**config.mk**
```make
export PLATFORM = sky130hd
export DESIGN_NAME = clint_ctrl_flat
export DESIGN_NICKNAME = d
export VERILOG_FILES = /design/src/rtl/clint_ctrl_if.sv /design/src/rtl/clint_ctrl.sv /design/src/flat_wrapper.sv
export SDC_FILE = /design/constraint.sdc
export NUM_CORES = 1
export LEC_CHECK = 0
export BUFFER_PORTS_ARGS = -buffer_cell sky130_fd_sc_hd__clkbuf_2
export CAP_MARGIN = 20
export CORE_AREA = 2 2 129 131
export DETAILED_ROUTE_END_ITERATION = 7
export DIE_AREA = 0 0 131 133
export GPL_ROUTABILITY_DRIVEN = 1
export GPL_TIMING_DRIVEN = 0
export SLEW_MARGIN = 30
export SYNTH_ARGS = -nofsm -noshare
export SYNTH_HDL_FRONTEND = slang
export SYNTH_SLANG_ARGS = --single-unit
```
**constraint.sdc**
```tcl
create_clock -name clk -period 3.5 [get_ports clk]
set_input_delay 0.7 -clock clk [delete_from_list [all_inputs] [get_ports clk]]
set_output_delay 0.7 -clock clk [all_outputs]
set_load 0.02 [all_outputs]
```
**src/rtl/clint_ctrl_if.sv**
```systemverilog
// CSR-file write port driven by the interrupt controller (CSR address/data/enable).
// The controller is the master; the CSR file is the slave.
interface clint_ctrl_if #(
  parameter int XLEN   = 32,
  parameter int CSR_AW = 32
);
  logic              we;
  logic [CSR_AW-1:0] waddr;
  logic [CSR_AW-1:0] raddr;
  logic [XLEN-1:0]   data;

  modport master (output we, waddr, raddr, data);
  modport slave  (input  we, waddr, raddr, data);
endinterface

```
**src/rtl/clint_ctrl.sv**
```systemverilog
// Core-local interrupt controller: accepts ecall/ebreak/mret/async interrupts, holds the
// pipeline, sequences the mepc/mstatus/mcause writes and issues the fetch redirect.
module clint_ctrl #(
  parameter int XLEN   = 32,
  parameter int INT_W  = 8,
  parameter int CSR_AW = 32
) (
  input  logic              clk,
  input  logic              rst,
  input  logic [XLEN-1:0]   inst,
  input  logic [XLEN-1:0]   inst_addr,
  input  logic              jump_flag,
  input  logic [XLEN-1:0]   jump_addr,
  input  logic [INT_W-1:0]  int_flag,
  input  logic [XLEN-1:0]   csr_mtvec,
  input  logic [XLEN-1:0]   csr_mepc,
  input  logic [XLEN-1:0]   csr_mstatus,
  input  logic              global_int_en,
  clint_ctrl_if.master      csr,
  output logic              hold_flag,
  output logic              int_assert,
  output logic [XLEN-1:0]   int_addr
);

  localparam logic [XLEN-1:0]   INST_ECALL  = XLEN'(32'h0000_0073);
  localparam logic [XLEN-1:0]   INST_EBREAK = XLEN'(32'h0010_0073);
  localparam logic [XLEN-1:0]   INST_MRET   = XLEN'(32'h3020_0073);
  localparam logic [XLEN-1:0]   CAUSE_ECALL  = XLEN'(32'd11);
  localparam logic [XLEN-1:0]   CAUSE_EBREAK = XLEN'(32'd3);
  localparam logic [XLEN-1:0]   CAUSE_TIMER  = XLEN'(32'h8000_0007);
  localparam logic [XLEN-1:0]   CAUSE_EXT    = XLEN'(32'h8000_000B);
  localparam logic [CSR_AW-1:0] ADDR_MSTATUS = CSR_AW'(12'h300);
  localparam logic [CSR_AW-1:0] ADDR_MEPC    = CSR_AW'(12'h341);
  localparam logic [CSR_AW-1:0] ADDR_MCAUSE  = CSR_AW'(12'h342);

  typedef enum logic [2:0] {
    S_IDLE,
    S_W_MEPC,
    S_W_MSTATUS,
    S_W_MCAUSE,
    S_ASSERT,
    S_W_MRET,
    S_ASSERT_RET
  } state_t;

  state_t          state, state_nxt;
  logic [XLEN-1:0] pc_q, cause_q;
  logic [XLEN-1:0] pc_nxt, cause_nxt;
  logic            cap_en;

  logic              we;
  logic [CSR_AW-1:0] waddr;
  logic [XLEN-1:0]   data;
  logic [XLEN-1:0]   mst_trap, mst_ret;

  // Requests are masked while reset is asserted so hold_flag cannot rise during reset.
  logic sync_req, mret_req, async_req;
  assign sync_req  = rst && ((inst == INST_ECALL) || (inst == INST_EBREAK));
  assign mret_req  = rst && (inst == INST_MRET);
  assign async_req = rst && global_int_en && (|int_flag);

  always_comb begin
    mst_trap    = csr_mstatus;
    mst_trap[7] = csr_mstatus[3];
    mst_trap[3] = 1'b0;
    mst_ret     = csr_mstatus;
    mst_ret[3]  = csr_mstatus[7];
    mst_ret[7]  = 1'b1;
  end

  // NOTE: every output of this block is assigned a default first; without that a
  // state that skips an assignment would infer a latch.
  always_comb begin
    state_nxt  = state;
    cap_en     = 1'b0;
    pc_nxt     = pc_q;
    cause_nxt  = cause_q;
    we         = 1'b0;
    waddr      = '0;
    data       = '0;
    hold_flag  = 1'b0;
    int_assert = 1'b0;
    int_addr   = '0;

    unique case (state)
      S_IDLE: begin
        if (sync_req) begin
          state_nxt = S_W_MEPC;
          hold_flag = 1'b1;
          cap_en    = 1'b1;
          pc_nxt    = inst_addr;
          cause_nxt = (inst == INST_ECALL) ? CAUSE_ECALL : CAUSE_EBREAK;
        end else if (mret_req) begin
          state_nxt = S_W_MRET;
          hold_flag = 1'b1;
        end else if (async_req) begin
          state_nxt = S_W_MEPC;
          hold_flag = 1'b1;
          cap_en    = 1'b1;
          // A taken branch in EX means inst_addr is on the wrong path; resume at the target.
          pc_nxt    = jump_flag ? jump_addr : inst_addr;
          cause_nxt = int_flag[0] ? CAUSE_TIMER : CAUSE_EXT;
        end
      end
      S_W_MEPC: begin
        state_nxt = S_W_MSTATUS;
        hold_flag = 1'b1;
        we        = 1'b1;
        waddr     = ADDR_MEPC;
        data      = pc_q;
      end
      S_W_MSTATUS: begin
        state_nxt = S_W_MCAUSE;
        hold_flag = 1'b1;
        we        = 1'b1;
        waddr     = ADDR_MSTATUS;
        data      = mst_trap;
      end
      S_W_MCAUSE: begin
        state_nxt = S_ASSERT;
        hold_flag = 1'b1;
        we        = 1'b1;
        waddr     = ADDR_MCAUSE;
        data      = cause_q;
      end
      S_ASSERT: begin
        state_nxt  = S_IDLE;
        hold_flag  = 1'b1;
        int_assert = 1'b1;
        int_addr   = csr_mtvec;
      end
      S_W_MRET: begin
        state_nxt = S_ASSERT_RET;
        hold_flag = 1'b1;
        we        = 1'b1;
        waddr     = ADDR_MSTATUS;
        data      = mst_ret;
      end
      S_ASSERT_RET: begin
        state_nxt  = S_IDLE;
        hold_flag  = 1'b1;
        int_assert = 1'b1;
        int_addr   = csr_mepc;
      end
      default: state_nxt = S_IDLE;
    endcase
  end

  // NOTE: sequential state uses non-blocking assignments so every register samples
  // the pre-edge values of its inputs regardless of statement order.
  always_ff @(posedge clk or negedge rst) begin
    if (!rst) begin
      state   <= S_IDLE;
      pc_q    <= '0;
      cause_q <= '0;
    end else begin
      state <= state_nxt;
      if (cap_en) begin
        pc_q    <= pc_nxt;
        cause_q <= cause_nxt;
      end
    end
  end

  assign csr.we    = we;
  assign csr.waddr = waddr;
  assign csr.raddr = '0;
  assign csr.data  = data;

endmodule

```
**src/flat_wrapper.sv**
```systemverilog
// flat-port wrapper written by rule: the top's interface ports become plain ports
module clint_ctrl_flat 
#(
  parameter int XLEN   = 32,
  parameter int INT_W  = 8,
  parameter int CSR_AW = 32
)
  (clk, rst, inst, inst_addr, jump_flag, jump_addr, int_flag, csr_mtvec, csr_mepc, csr_mstatus, global_int_en, hold_flag, int_assert, int_addr, csr_we, csr_waddr, csr_raddr, csr_data);
  clint_ctrl_if #(.XLEN(XLEN), .CSR_AW(CSR_AW)) csr_i ();
  input  logic clk;
  input  logic rst;
  input  logic [XLEN-1:0] inst;
  input  logic [XLEN-1:0] inst_addr;
  input  logic jump_flag;
  input  logic [XLEN-1:0] jump_addr;
  input  logic [INT_W-1:0] int_flag;
  input  logic [XLEN-1:0] csr_mtvec;
  input  logic [XLEN-1:0] csr_mepc;
  input  logic [XLEN-1:0] csr_mstatus;
  input  logic global_int_en;
  output logic hold_flag;
  output logic int_assert;
  output logic [XLEN-1:0] int_addr;
  output wire logic [$bits(csr_i.we)-1:0] csr_we;
  output wire logic [$bits(csr_i.waddr)-1:0] csr_waddr;
  output wire logic [$bits(csr_i.raddr)-1:0] csr_raddr;
  output wire logic [$bits(csr_i.data)-1:0] csr_data;
  assign csr_we = csr_i.we;
  assign csr_waddr = csr_i.waddr;
  assign csr_raddr = csr_i.raddr;
  assign csr_data = csr_i.data;
  clint_ctrl #(.XLEN(XLEN), .INT_W(INT_W), .CSR_AW(CSR_AW)) u_core (.clk(clk), .rst(rst), .inst(inst), .inst_addr(inst_addr), .jump_flag(jump_flag), .jump_addr(jump_addr), .int_flag(int_flag), .csr_mtvec(csr_mtvec), .csr_mepc(csr_mepc), .csr_mstatus(csr_mstatus), .global_int_en(global_int_en), .csr(csr_i), .hold_flag(hold_flag), .int_assert(int_assert), .int_addr(int_addr));
endmodule
```
**Yosys cells after proc, flatten, opt, wreduce, memory -nomap -nowiden**

Cells that the tools add are included.

- Register bits after elaboration: 67
- Latch bits: 0
- RAM bits: 0
- Bits in read-only memories: 0
- Logic and storage cells: 52
- Memories: 0

- Add/subtract/negate cells: 0
- $mul: 0
- Div/mod/pow operators: 0
- Magnitude comparators: 0
- Equal/unequal tests: 11
- Shift operators: 0
- Mux-type cells: 25
- Bitwise gates (word level): 0
- Reduce and logical (&&, ||, !) cells: 13

Operators by type and width:

| kind | count |
|---|---|
| 2-to-1 mux 32 bit | 7 |
| one-hot mux 32 bit (4 select lines) | 1 |
| one-hot mux 32 bit (2 select lines) | 1 |
| == test 32 x 21 -> 1 bit, second input constant | 1 |
| == test 32 x 30 -> 1 bit, second input constant | 1 |
| == test 32 x 7 -> 1 bit, second input constant | 1 |
| one-hot mux 10 bit (3 select lines) | 1 |
| one-hot mux 3 bit (5 select lines) | 1 |
| == test 3 bit, second input constant | 3 |
| 2-to-1 mux 3 bit | 3 |
| 2-to-1 mux 1 bit | 8 |
| 2-to-1 mux 4 bit | 2 |
| OR reduction 8 bit | 1 |
| == test 3 x 2 -> 1 bit, second input constant | 2 |
| OR reduction 6 bit | 1 |
| logical AND 1 bit | 4 |
| != test 4 x 1 -> 1 bit, second input constant | 1 |
| AND reduction 4 bit | 1 |
| OR reduction 2 bit | 2 |
| OR reduction 4 bit | 1 |
| == test 3 x 1 -> 1 bit, second input constant | 1 |
| zero test 3 bit | 1 |
| != test 2 x 1 -> 1 bit, second input constant | 1 |
| one-hot mux 1 bit (2 select lines) | 1 |
| 2 further kinds | 2 |

**Depth between registers and ports, before layout**

Gate-level depths: netlist (run 1).

- Depth after elaboration: 7
- Depth in mapped cells: 6
- Depth with buffers taken out: 5

**Worst setup path before layout (run 1)**

OpenSTA, ideal clock, no wires.

- Path kind: input-to-output
- Start point: in inst[3]
- End point: out hold_flag
- Data arrival time: 2530 ps
- Path slack: 270 ps
- Cell stages on the path: 6
- Path buffers: 1
- Cells stage by stage: or4b_4 -> nor4_4 -> o211a_1 -> buf_2 -> nor3_1 -> a31oi_1

- Longest elaborated chain between the ends: 5
- Elaborated cells on any way between the ends: 9
- Those cells by class: eq/ne (3); mux (3); reduce/logical (3)

RTL lines:

| element | RTL line | RTL |
|---|---|---|
| from (decl) | flat_wrapper.sv:12 | `input logic [XLEN-1:0] inst;` |
| == test 32 x 30 -> 1 bit (tied with other cells) | clint_ctrl.sv:59 | `assign mret_req = rst && (inst == INST_MRET);` |
| logical AND 1 bit / logical OR 1 bit (equally long branches) | clint_ctrl.sv:59, clint_ctrl.sv:58 |  |
| 2-to-1 mux 1 bit / logical AND 1 bit (equally long branches) | clint_ctrl.sv:93, clint_ctrl.sv:58 |  |
| 2-to-1 mux 1 bit * | clint_ctrl.sv:87 | `if (sync_req) begin` |
| one-hot mux 1 bit (2 select lines) * | clint_ctrl.sv:85 | `unique case (state)` |
| to (decl) | flat_wrapper.sv:21 | `output logic hold_flag;` |

Every way passes the cells marked *; elsewhere a longest branch is shown, timed or not.

**Worst setup path in the final report (run 1)**

- Start point: in inst[9]
- End point: out hold_flag

The elaborated chain is that of the path after synthesis.

==> metrics.cfg, run 1 <==
[status]
status=complete, no violations

[final_layout]
fillCellCount=1722
regArea_um2=976
drive_gt1_share_pct=51.5
syn_to_final_growth_pct=55.2
nNetsFinal=970
diodes=0
multi_input_area_um2=2040

[min_path]
hold_path.class=input port to asynchronous set/reset pin

[setup_path]
critical_path_arrival_ns=2.60
max_stage_delay_ns=0.54
path_class=input port to output pin
cp_top_family=simple AND/OR/NAND/NOR gates
setup.worst_path.end_class=output pin
crit_buf_inv=2
crit_top_cell=clkbuf_2
crit_chain=clkbuf_2 > or4bb_1 > nor4_4 > o211a_4 > nor3_1 > a31oi_1 > clkbuf_2
required_ns=2.80
worstSetupStartpointType=input port
crit_path_top_delay_cell=or4bb_1
critPathMaxFanout=15

[yosys]
synth_xor_area_share_pct=0.236
synth_common_cells=inv_1, buf_4, dfrtp_1
synthTopCellsByArea=dfrtp_1, buf_4, a221oi_2, mux2i_1, inv_1
synthArstFlopShare_pct=100
seq_area_frac_synth_pct=26.3
synth_top_flop_cell=dfrtp_1
yosys_register_bits=39
synth_compound_area_share_pct=23.5
synth_top_area_share_pct=26.3
synthCells=426
synthAdderAreaFrac_pct=0
synth_mux_area_share_pct=9.47
synth_top_family_by_area=buffers and inverters
syn_area_per_cell_um2=8.71
synthesis.area_um2=3710
yosysTopAreaCell=dfrtp_1
synth-simple-area-share_pct=15.5
synth_edf_count=0
ys_warn_count=0
synth.most_common_cell=inv_1
ys_types=47

[grt]
antenna_found_initial=0
track_usage_pct=15.4
grt_pass1_vias=3991
grt_pass1_wl_mm=20.9
grt_start_max_net_pins=42
grt_overflow=0

[sta]
tightestPinTransition_ns=0.801
rsz0062_at_grt=false
finClkSkew_ns=0.00438
fin_crit_ns=3.30
whs_ns=0.345
fin_crit_sh_pct=94.3
fin_ws_ns=0.199
timing.fmax_mhz=303
drv_slew=0
finalHoldViolCount=0
slew_headroom_pct=46.2
setup_viol=0

[clock_network]
cts_buffers=5
clockBufferDepth=2
clk_latency_ns=0.28
path_clk_slew_ns=0.06
cts_root_buffer=clkbuf_16
cts_tree=yes
clock_sinks=39
h-tree-depth=2

[run]
drv_cap=0

[floorplanning]
die_area_um2=17400
io_pins=335
rows=47
core_area_um2=16200
dieHeight_um=133
start_util_pct=22.9
die_width_um=131

[power]
vdd_drop_max_mv=0.225
power_leakage_nw=3.36
p_per_area_nw_per_um2=691

[placement]
dp_slack_ns=-0.240
gp_congestion=0.835
hpwl_mm=11.8
port_buffers=275

[route]
drtIter0Drc=135
num_vias=4031
drc=0
ant_nets=0
wl_per_cell_um=14.2
via_per_inst=4.08
drt_wl_total_mm=14.0
first_pass_iters=4

## final cells by class
class                      count  share of cell area, %
inverter                      66                   4.30
timing repair buffer         276                   24.2
clock inverter                 1                  0.130
multi-input combinational    290                   35.4
tap                          220                   4.78
clock buffer                   7                   2.65
buffer                        88                   11.6
sequential                    39                   16.9
## cell usage in the layout (no fill, tap or decap), types with 3 or more instances in the layout
cell type and instances:
nor4_1 4, nand2_1 15, clkbuf_8 7, nand3_1 3
a22oi_1 4, conb_1 59, buf_6 3, a221oi_2 30
buf_4 62, nor3_1 37, dfrtp_1 39, a22o_1 26
o21ai_0 11, clkbuf_2 274, mux2i_1 34, nor2_1 37
clkbuf_16 5, clkbuf_1 15, nor2b_1 3, inv_1 66
## worst register-to-register path: stages (launching register included)
cell and delay, ns:
dfrtp_1 0.44, nor3_1 0.64, nand3_1 0.39, dlygate4sd1_1 0.46
nor3_1 0.24, a221oi_2 0.06
## timing repair
item                                   4_1_cts  5_1_grt
setup buffers                                0        1
pin swaps                                    0        1
gates cloned                                 0        0
setup endpoints to repair                    1        1
hold buffers                                 0        0
resized for setup                            3        0
endpoints found under the hold margin        0        0
## power breakdown
part / internal, mW / total, mW / switching (mW)
Sequential: 0.654 / 0.787 / 0.133
Clock: 0.303 / 0.491 / 0.187
Combinational: 1.07 / 2.70 / 1.63
Total: 2.03 / 3.98 / 1.95
## worst paths after layout
check                                          to               from  depth (start not counted)  slack, ns
worst min register to register  u_core.cause_q[1]  u_core.cause_q[1]                          1       0.46
worst min-delay path              u_core.pc_q[11]                rst                          1       0.35
max in group asynchronous          u_core.pc_q[1]                rst                          1       2.88
worst max-delay path                    hold_flag            inst[9]                          7       0.20
min in group clk                u_core.cause_q[1]  u_core.cause_q[1]                          1       0.46
worst max register to register     u_core.pc_q[2]    u_core.state[2]                          5       1.14
## logic make-up after synthesis
family,Yosys count
buf+inv,155
simple gates,113
compound gates,82
flops,39
mux,35
xor+xnor,1
other cells,1
## sequential cells by signal, indices dropped and copies added, names as in the netlist
signal and count:
u_core.cause_q 4, u_core.pc_q 32, u_core.state 3
## metal layers
layer  vias to the layer above  GRT usage, %  wire [um]  part of all wire [%]
li1                       2040             -          -                     -
met4                         0          4.08        257                   1.8
met2                       189          27.9       7080                    50
met3                        16          2.79       1070                   7.7
met5                         -             0          0                     0
met1                      1786          18.3       5630                    40
## metrics by stage
stage          util, %  instance area [um^2]  cells  setup TNS, ns  power, mW
2_1_floorplan        -                  3930    484              0       2.65
3_3_place_gp      34.5                  5580    979          -1.37       3.51
3_5_place_dp      34.5                  5580    979         -0.240       3.54
4_1_cts           35.6                  5760    987              0       4.05
5_1_grt           35.6                  5760    987              0       4.30
6_report          35.6                  5760    987              0       3.98
Power figures use the tool's default switching activity.
==> run 2: changes to the inputs <==
--- a/config.mk
+++ b/config.mk
@@ -12,6 +12,7 @@
 export DIE_AREA = 0 0 131 133
 export GPL_ROUTABILITY_DRIVEN = 1
 export GPL_TIMING_DRIVEN = 0
+export RECOVER_POWER = 50
 export SLEW_MARGIN = 30
 export SYNTH_ARGS = -nofsm -noshare
 export SYNTH_HDL_FRONTEND = slang
==> run 2 against run 1 <==
Combinational power down 3%. Non-clock buffer count unchanged. Sequential power about the same. Critical path depth unchanged. Wire length up 0.42%. First-iteration DRC count up 0.74%. Clock skew about the same.
==> metrics.cfg, run 2 (same netlist as run 1, synthesis figures left out) <==
[setup_path]
crit_path_top_delay_cell=or4bb_1
critical_path_arrival_ns=2.57
crit_chain=clkbuf_1 > or4bb_1 > nor4_4 > o211a_4 > nor3_1 > a31oi_1 > clkbuf_2
critPathMaxFanout=15
path_class=input port to output pin
regToRegSetupSlack_ns=1.21
required_ns=2.80
max_stage_delay_ns=0.54
worstSetupStartpointType=input port
setup.worst_path.end_class=output pin

[power]
p_int_mw=1.97
p_switching_mw=1.92
pwr-share-seq_pct=20.2
clock_power_share_pct=12.6
power_leakage_nw=3.29
p_per_area_nw_per_um2=693
comb_power_share_pct=67.2
sw_frac_of_total_pct=49.4
vdd_drop_max_mv=0.224

[final_layout]
diodes=0
most-common-layout-cells=clkbuf_2, inv_1, buf_4
nNetsFinal=970
regMostFlops=u_core.pc_q
fillCellCount=1744
layout_commonest_cell=clkbuf_2
regArea_um2=976
largest_reg_flops=32
drive_gt1_share_pct=47.8
fin_util_pct=34.7
syn_to_final_growth_pct=51.0
multi_input_area_um2=1910
top_regs=u_core.pc_q (32), u_core.cause_q (4), u_core.state (3)
stdcell_area_um2=5610

[route]
wl_per_cell_um=14.3
drt_wl_total_mm=14.1
via_per_inst=4.09
drtIter0Drc=136
ant_nets=0
drc=0
first_pass_iters=4
num_vias=4037

[placement]
gp_congestion=0.835
hpwl_mm=11.8
port_buffers=275
place_area_um2=5580

[sta]
fin_crit_sh_pct=93.4
slew_headroom_pct=46.8
drv_slew=0
fin_crit_ns=3.27
timing.fmax_mhz=306
setup_viol=0
finalHoldViolCount=0
tightestPinTransition_ns=0.792
rsz0062_at_grt=false
whs_ns=0.349
finClkSkew_ns=0.00453

[floorplanning]
die_area_um2=17400
core_area_um2=16200
start_util_pct=22.9
io_pins=335
dieHeight_um=133
rows=47
die_width_um=131

[clock_network]
cts_buffers=5
cts_tree=yes
cts_root_buffer=clkbuf_16
clock_sinks=39
clk_latency_ns=0.28
clockBufferDepth=2
h-tree-depth=2
path_clk_slew_ns=0.06

[status]
status=complete, no violations

[grt]
grt_start_max_net_pins=42
grt_pass1_wl_mm=20.9
track_usage_pct=15.4
grt_pass1_vias=3991
grt_overflow=0
antenna_found_initial=0

[run]
drv_cap=0

[min_path]
hold_path.class=input port to asynchronous set/reset pin

-- run 2: worst paths after layout --
path,startpoint,cells after the start,end
setup reg to reg,u_core.state[2],4,u_core.pc_q[27]
hold reg to reg,u_core.cause_q[1],1,u_core.cause_q[1]
setup / recovery,inst[9],7,hold_flag
hold / removal,rst,1,u_core.pc_q[11]
min in group clk,u_core.cause_q[1],1,u_core.cause_q[1]
max in group asynchronous,rst,1,u_core.pc_q[1]
-- run 2: repair_timing --
action	4_1_cts	5_1_grt
gates resized for setup	3	0
endpoints found under the setup margin	1	1
pin swaps	0	1
hold buffers	0	0
cloned	0	0
setup buffers	0	1
-- run 2: final cells by class --
class | count | share of cell area [%]
multi-input cells | 290 | 34.1
clock inverters | 1 | 0.134
clock buffers | 7 | 2.72
repair buffers | 276 | 24.7
plain buffers | 88 | 11.6
inverters | 66 | 4.42
flip-flops and latches | 39 | 17.4
well taps | 220 | 4.91
-- run 2: power by group through the flow --
stage / Sequential, mW / Clock (mW) / Combinational [mW]
2_1_floorplan: 0.743 / 0 / 1.91
3_3_place_gp: 0.794 / 0 / 2.71
3_5_place_dp: 0.796 / 0 / 2.74
4_1_cts: 0.789 / 0.511 / 2.75
5_1_grt: 0.810 / 0.529 / 2.87
6_report: 0.786 / 0.490 / 2.61
-- run 2: through the flow --
step / std cells / setup TNS, ns / power, mW / setup slack, ns
2_1_floorplan: 484 / 0 / 2.65 / 0.270
3_3_place_gp: 979 / -1.37 / 3.51 / -0.603
3_5_place_dp: 979 / -0.240 / 3.54 / -0.240
4_1_cts: 987 / 0 / 4.05 / 0.00427
5_1_grt: 987 / 0 / 4.21 / 0.0111
6_report: 987 / 0 / 3.89 / 0.231
-- run 2: worst max-delay path, delay by kind of cell --
kind	cells	cell delay (ns)
compound gates	2	0.53
buf+inv	2	0.29
simple gates	3	1.04
-- run 2: routing by layer --
layer | track usage (%) | wire length (um) | vias up
met1 | 18.3 | 5670 | 1784
met4 | 4.08 | 235 | 0
met3 | 2.79 | 1090 | 14
met2 | 27.9 | 7100 | 198
met5 | 0 | 0 | -
li1 | - | - | 2041
